## src/rtl/pulse_width_decoder.sv

```systemverilog
// Measures the width of each high pulse on a synchronous level input and
// publishes accepted widths through a one-entry valid/ready result register.
`timescale 1ns/1ps

module pulse_width_decoder #(
    parameter int CNT_W     = 8,
    parameter int MIN_WIDTH = 2,
    parameter int MAX_WIDTH = 200
) (
    input  logic             clk,
    input  logic             rst_n,
    input  logic             in_pulse,
    input  logic             out_ready,
    output logic [CNT_W-1:0] width_data,
    output logic             out_valid,
    output logic             err_short,
    output logic             err_long,
    output logic             overrun,
    output logic             busy
);

    // Handshake: a result moves to the consumer on any rising edge where
    // out_valid and out_ready are both 1; width_data is stable until then.

    typedef enum logic [1:0] {
        IDLE     = 2'd0,
        MEASURE  = 2'd1,
        OVERLONG = 2'd2
    } state_t;

    localparam logic [CNT_W-1:0] MIN_C = CNT_W'(MIN_WIDTH);
    localparam logic [CNT_W-1:0] MAX_C = CNT_W'(MAX_WIDTH);

    state_t           state;
    logic [CNT_W-1:0] count;
    logic             in_prev;
    logic             rise;
    logic             publish;
    logic             slot_free;

    assign rise      = in_pulse & ~in_prev;
    assign publish   = (state == MEASURE) && !in_pulse && (count >= MIN_C);
    // The slot can take a new width if empty or being drained this same edge.
    assign slot_free = !out_valid || out_ready;
    assign busy      = (state != IDLE);

    always_ff @(posedge clk or negedge rst_n) begin
        if (!rst_n) begin
            state      <= IDLE;
            count      <= '0;
            // Starts high so a level already asserted at release is not a rise.
            in_prev    <= 1'b1;
            width_data <= '0;
            out_valid  <= 1'b0;
            err_short  <= 1'b0;
            err_long   <= 1'b0;
            overrun    <= 1'b0;
        end else begin
            in_prev   <= in_pulse;
            err_short <= 1'b0;
            err_long  <= 1'b0;
            overrun   <= 1'b0;

            if (publish) begin
                if (slot_free) begin
                    width_data <= count;
                    out_valid  <= 1'b1;
                end else begin
                    overrun <= 1'b1;
                end
            end else if (out_valid && out_ready) begin
                out_valid <= 1'b0;
            end

            case (state)
                IDLE: begin
                    if (rise) begin
                        state <= MEASURE;
                        count <= CNT_W'(1);
                    end
                end
                MEASURE: begin
                    if (in_pulse) begin
                        if (count == MAX_C) begin
                            state    <= OVERLONG;
                            err_long <= 1'b1;
                        end else begin
                            count <= count + CNT_W'(1);
                        end
                    end else begin
                        if (count < MIN_C) begin
                            err_short <= 1'b1;
                        end
                        state <= IDLE;
                    end
                end
                OVERLONG: begin
                    if (!in_pulse) begin
                        state <= IDLE;
                    end
                end
                default: state <= IDLE;
            endcase
        end
    end

endmodule

```

## config.mk

```make
export PLATFORM = sky130hd
export DESIGN_NAME = pulse_width_decoder
export DESIGN_NICKNAME = d
export VERILOG_FILES = /design/src/rtl/pulse_width_decoder.sv
export SDC_FILE = /design/constraint.sdc
export NUM_CORES = 1
export LEC_CHECK = 0
export ABC_AREA = 1
export BUFFER_PORTS_ARGS = -buffer_cell sky130_fd_sc_hd__clkbuf_2
export CORE_MARGIN = 2
export CORE_UTILIZATION = 40
export DETAILED_ROUTE_END_ITERATION = 6
export PLACE_DENSITY = 0.72
export SKIP_LAST_GASP = 1
export SLEW_MARGIN = 20
export SYNTH_ARGS = -nofsm -noshare
export SYNTH_HDL_FRONTEND = slang
export SYNTH_SLANG_ARGS = --single-unit
```

## constraint.sdc

```tcl
create_clock -name clk -period 1.4 [get_ports clk]
set_clock_uncertainty 0.05 [all_clocks]
set_input_delay 0.21 -clock clk [delete_from_list [all_inputs] [get_ports clk]]
set_output_delay 0.21 -clock clk [all_outputs]
set_load 0.01 [all_outputs]
```

==> flow_summary.json <==
{
  "status": "finished, violations left",
  "violations": "negative setup slack",
  "final_cell_area_mm2": 0.00155,
  "final_cell_mix": "nand2_1, dfrtp_1, clkbuf_2",
  "drv_slew": 0,
  "pwr-share-seq": 0.466,
  "path_clk_slew_ns": 0.14,
  "dpl.cell_count": 199,
  "setup_viol": 5,
  "antennaDiodeCount": 0,
  "synthDistinctLibCells": 27,
  "numCtsBuffers": 3,
  "switching_share": 0.362,
  "syn_area_per_cell_um2": 8.35,
  "p_sw_mw": 0.619,
  "rsz0062_at_grt": "yes",
  "worstSkewPairLatency_ns": 0.32,
  "fillCellCount": 271,
  "place.port_buffers": 16,
  "fin_crit_sh": 1.01,
  "drv_cap": 0,
  "endpoint_kind": "flop",
  "p_leak_nw": 0.801,
  "synth_nets": 154,
  "die_h_um": 59.4,
  "htree_levels": 1,
  "grt_pass1_wl_um": 4440,
  "total_power_mw": 1.71,
  "period_minus_slack_ns": 1.42,
  "die-area_mm2": 0.00353,
  "p_int_mw": 1.09,
  "top_level_ports": 17,
  "ir_drop_mv": 0.325,
  "tns_ns": -0.0463,
  "drive_gt1_frac": 0.392,
  "antenna_found_initial": 0,
  "fin_cells": 214,
  "cts_buffer_depth": 2,
  "start_util": 0.412,
  "grt-ovfl-total": 0,
  "grt_max_degree": 24,
  "crit_fanout": 7,
  "grt_pass1_vias": 1024,
  "nets": 189,
  "rows": 20,
  "power.share.clock": 0.190,
  "tightest_slew_ns": 0.577,
  "critPathKind": "flop to flop",
  "crit_family": "simple AND/OR/NAND/NOR gates",
  "multi_input_area_um2": 648,
  "clock.fmax_ghz": 0.705,
  "p_comb_frac": 0.344,
  "critPathMaxStageDelay_ns": 0.44,
  "yosys-top-cells-area": "dfrtp_1, nand2_1, nand4_1",
  "slowest_stage": "dfrtp_1",
  "root_buffer": "clkbuf_4",
  "layout_setup_ws_ns": -0.0185,
  "cp.buffers_inverters": 2,
  "syn_to_final_growth_pct": 26.6,
  "hold_viol": 0,
  "grt_use_total": 0.169,
  "first_pass_iters": 5,
  "hold_class": "input port to flop",
  "drt_iter0_drc": 23,
  "ys_warn_count": 0,
  "yosys.area.top_type": "dfrtp_1",
  "cp.arrival_ns": 1.59,
  "dp_hpwl_um": 1920,
  "yosysSeqAreaShare": 0.470,
  "detail-route-antenna-nets": 0,
  "worstPathRequired_ns": 1.58,
  "num_vias": 1134,
  "ff_latch_area_um2": 579,
  "max_slew_margin": 0.615,
  "wl_um": 2940,
  "ys_ff_latch": 23,
  "syn_inst": 147,
  "vias_per_cell": 5.30,
  "synthesis.area_mm2": 0.00123,
  "cts_tree": "done",
  "final_common_cell": "nand2_1",
  "wl_per_cell_um": 13.7,
  "place_congestion": 0.861,
  "cts.sinks": 23,
  "startpoint_type": "flop",
  "placed_area_mm2": 0.00137,
  "crit_chain": "inv_2, ha_4, inv_2, nor2_4, nand2_2, nand2_2, nand2_4, nand2_1, o21ai_1",
  "core_area_mm2": 0.00298,
  "synth_top_cell_area_share": 0.449,
  "p_per_area_mw_per_mm2": 1100,
  "fp.dieW_um": 59.4,
  "drc": 0
}
[power by group through the flow]
stage / logic, mW / clock network, mW / registers [mW]
6_report: 0.589 / 0.324 / 0.798
3_5_place_dp: 0.435 / 0 / 0.810
3_3_place_gp: 0.431 / 0 / 0.803
4_1_cts: 0.468 / 0.328 / 0.795
2_1_floorplan: 0.258 / 0 / 0.827
5_1_grt: 0.653 / 0.344 / 0.806
[cell type report]
class	count	area share
timing repair buffer	31	0.126
inverter	16	0.0403
sequential	23	0.373
tap	33	0.0266
clock inverter	1	0.00322
multi-input combinational	107	0.417
clock buffer	3	0.0145
[per-layer routing]
| layer | track usage | vias to the layer above | share of wire |
|---|---|---|---|
| li1 | - | 541 | - |
| met1 | 0.204 | 537 | 0.41 |
| met2 | 0.294 | 50 | 0.51 |
| met3 | 0.0218 | 6 | 0.063 |
| met4 | 0.0812 | 0 | 0.021 |
| met5 | 0 | - | 0 |
[state kept, by name, indices dropped and copies added (netlist names)]
| register | cells |
|---|---|
| state | 2 |
| overrun | 1 |
| out_valid | 1 |
| in_prev | 1 |
| err_short | 1 |
| width_data | 8 |
| count | 8 |
| err_long | 1 |
[per-stage QoR]
| stage | hold slack, ns | utilization | setup slack, ns |
|---|---|---|---|
| 5_1_grt | 0.00847 | 0.522 | -0.121 |
| 4_1_cts | 0.00544 | 0.483 | 0.00716 |
| 3_5_place_dp | 0.187 | 0.461 | -0.0681 |
| 3_3_place_gp | 0.176 | 0.461 | 0.0209 |
| 6_report | 0.00455 | 0.522 | -0.0185 |
| 2_1_floorplan | -0.136 | - | 0.0652 |
[kinds of logic after synthesis]
| logic type | share of synthesized area |
|---|---|
| AO/OA/AOI/OAI | 0.0285 |
| XOR/XNOR | 0.0214 |
| adder cells (fa/ha/maj) | 0.0306 |
| buffers and inverters | 0.0673 |
| flip-flops | 0.470 |
| AND/OR/NAND/NOR | 0.382 |
[what timing repair did]
item,4_1_cts,5_1_grt
buffers inserted,3,5
hold buffers,1,0
setup endpoints to repair,16,18
endpoints found under the hold margin,22,0
pin swaps,1,7
gates resized for setup,4,18
cloned,0,2
[path summary, 6_finish.rpt]
path                            cells after the start  slack, ns                        end                      start
worst min-delay path                                1      0.005          in_prev$_DFF_PN1_                   in_pulse
worst min register to register                      2       0.43  width_data[0]$_DFFE_PN0P_  width_data[0]$_DFFE_PN0P_
min in group asynchronous                           2       0.35          overrun$_DFF_PN0_                      rst_n
worst max-delay path                                9      -0.02       count[2]$_DFFE_PN0P_       count[0]$_DFFE_PN0P_
max in group asynchronous                           2       0.54       count[2]$_DFFE_PN0P_                      rst_n
worst max register to register                      9      -0.02       count[2]$_DFFE_PN0P_       count[0]$_DFFE_PN0P_
[cell usage after synthesis]
library cell and number:
nand2_1 50, dfrtp_1 22, nor2_1 11, inv_1 10, nand4_1 9, nand3_1 7
nor2_2 5, o21ai_1 5, ha_1 3, inv_2 3, clkinv_1 2, nand2_2 2
nand2_4 2, nand3_4 2, xor2_1 2, a21oi_1 1, and3_1 1, buf_2 1
buf_6 1, clkbuf_1 1, dfstp_2 1, inv_4 1, nand3_2 1, nor2_4 1
nor2_8 1, o21ai_0 1, xnor2_1 1
(Power assumes the default switching activity.)
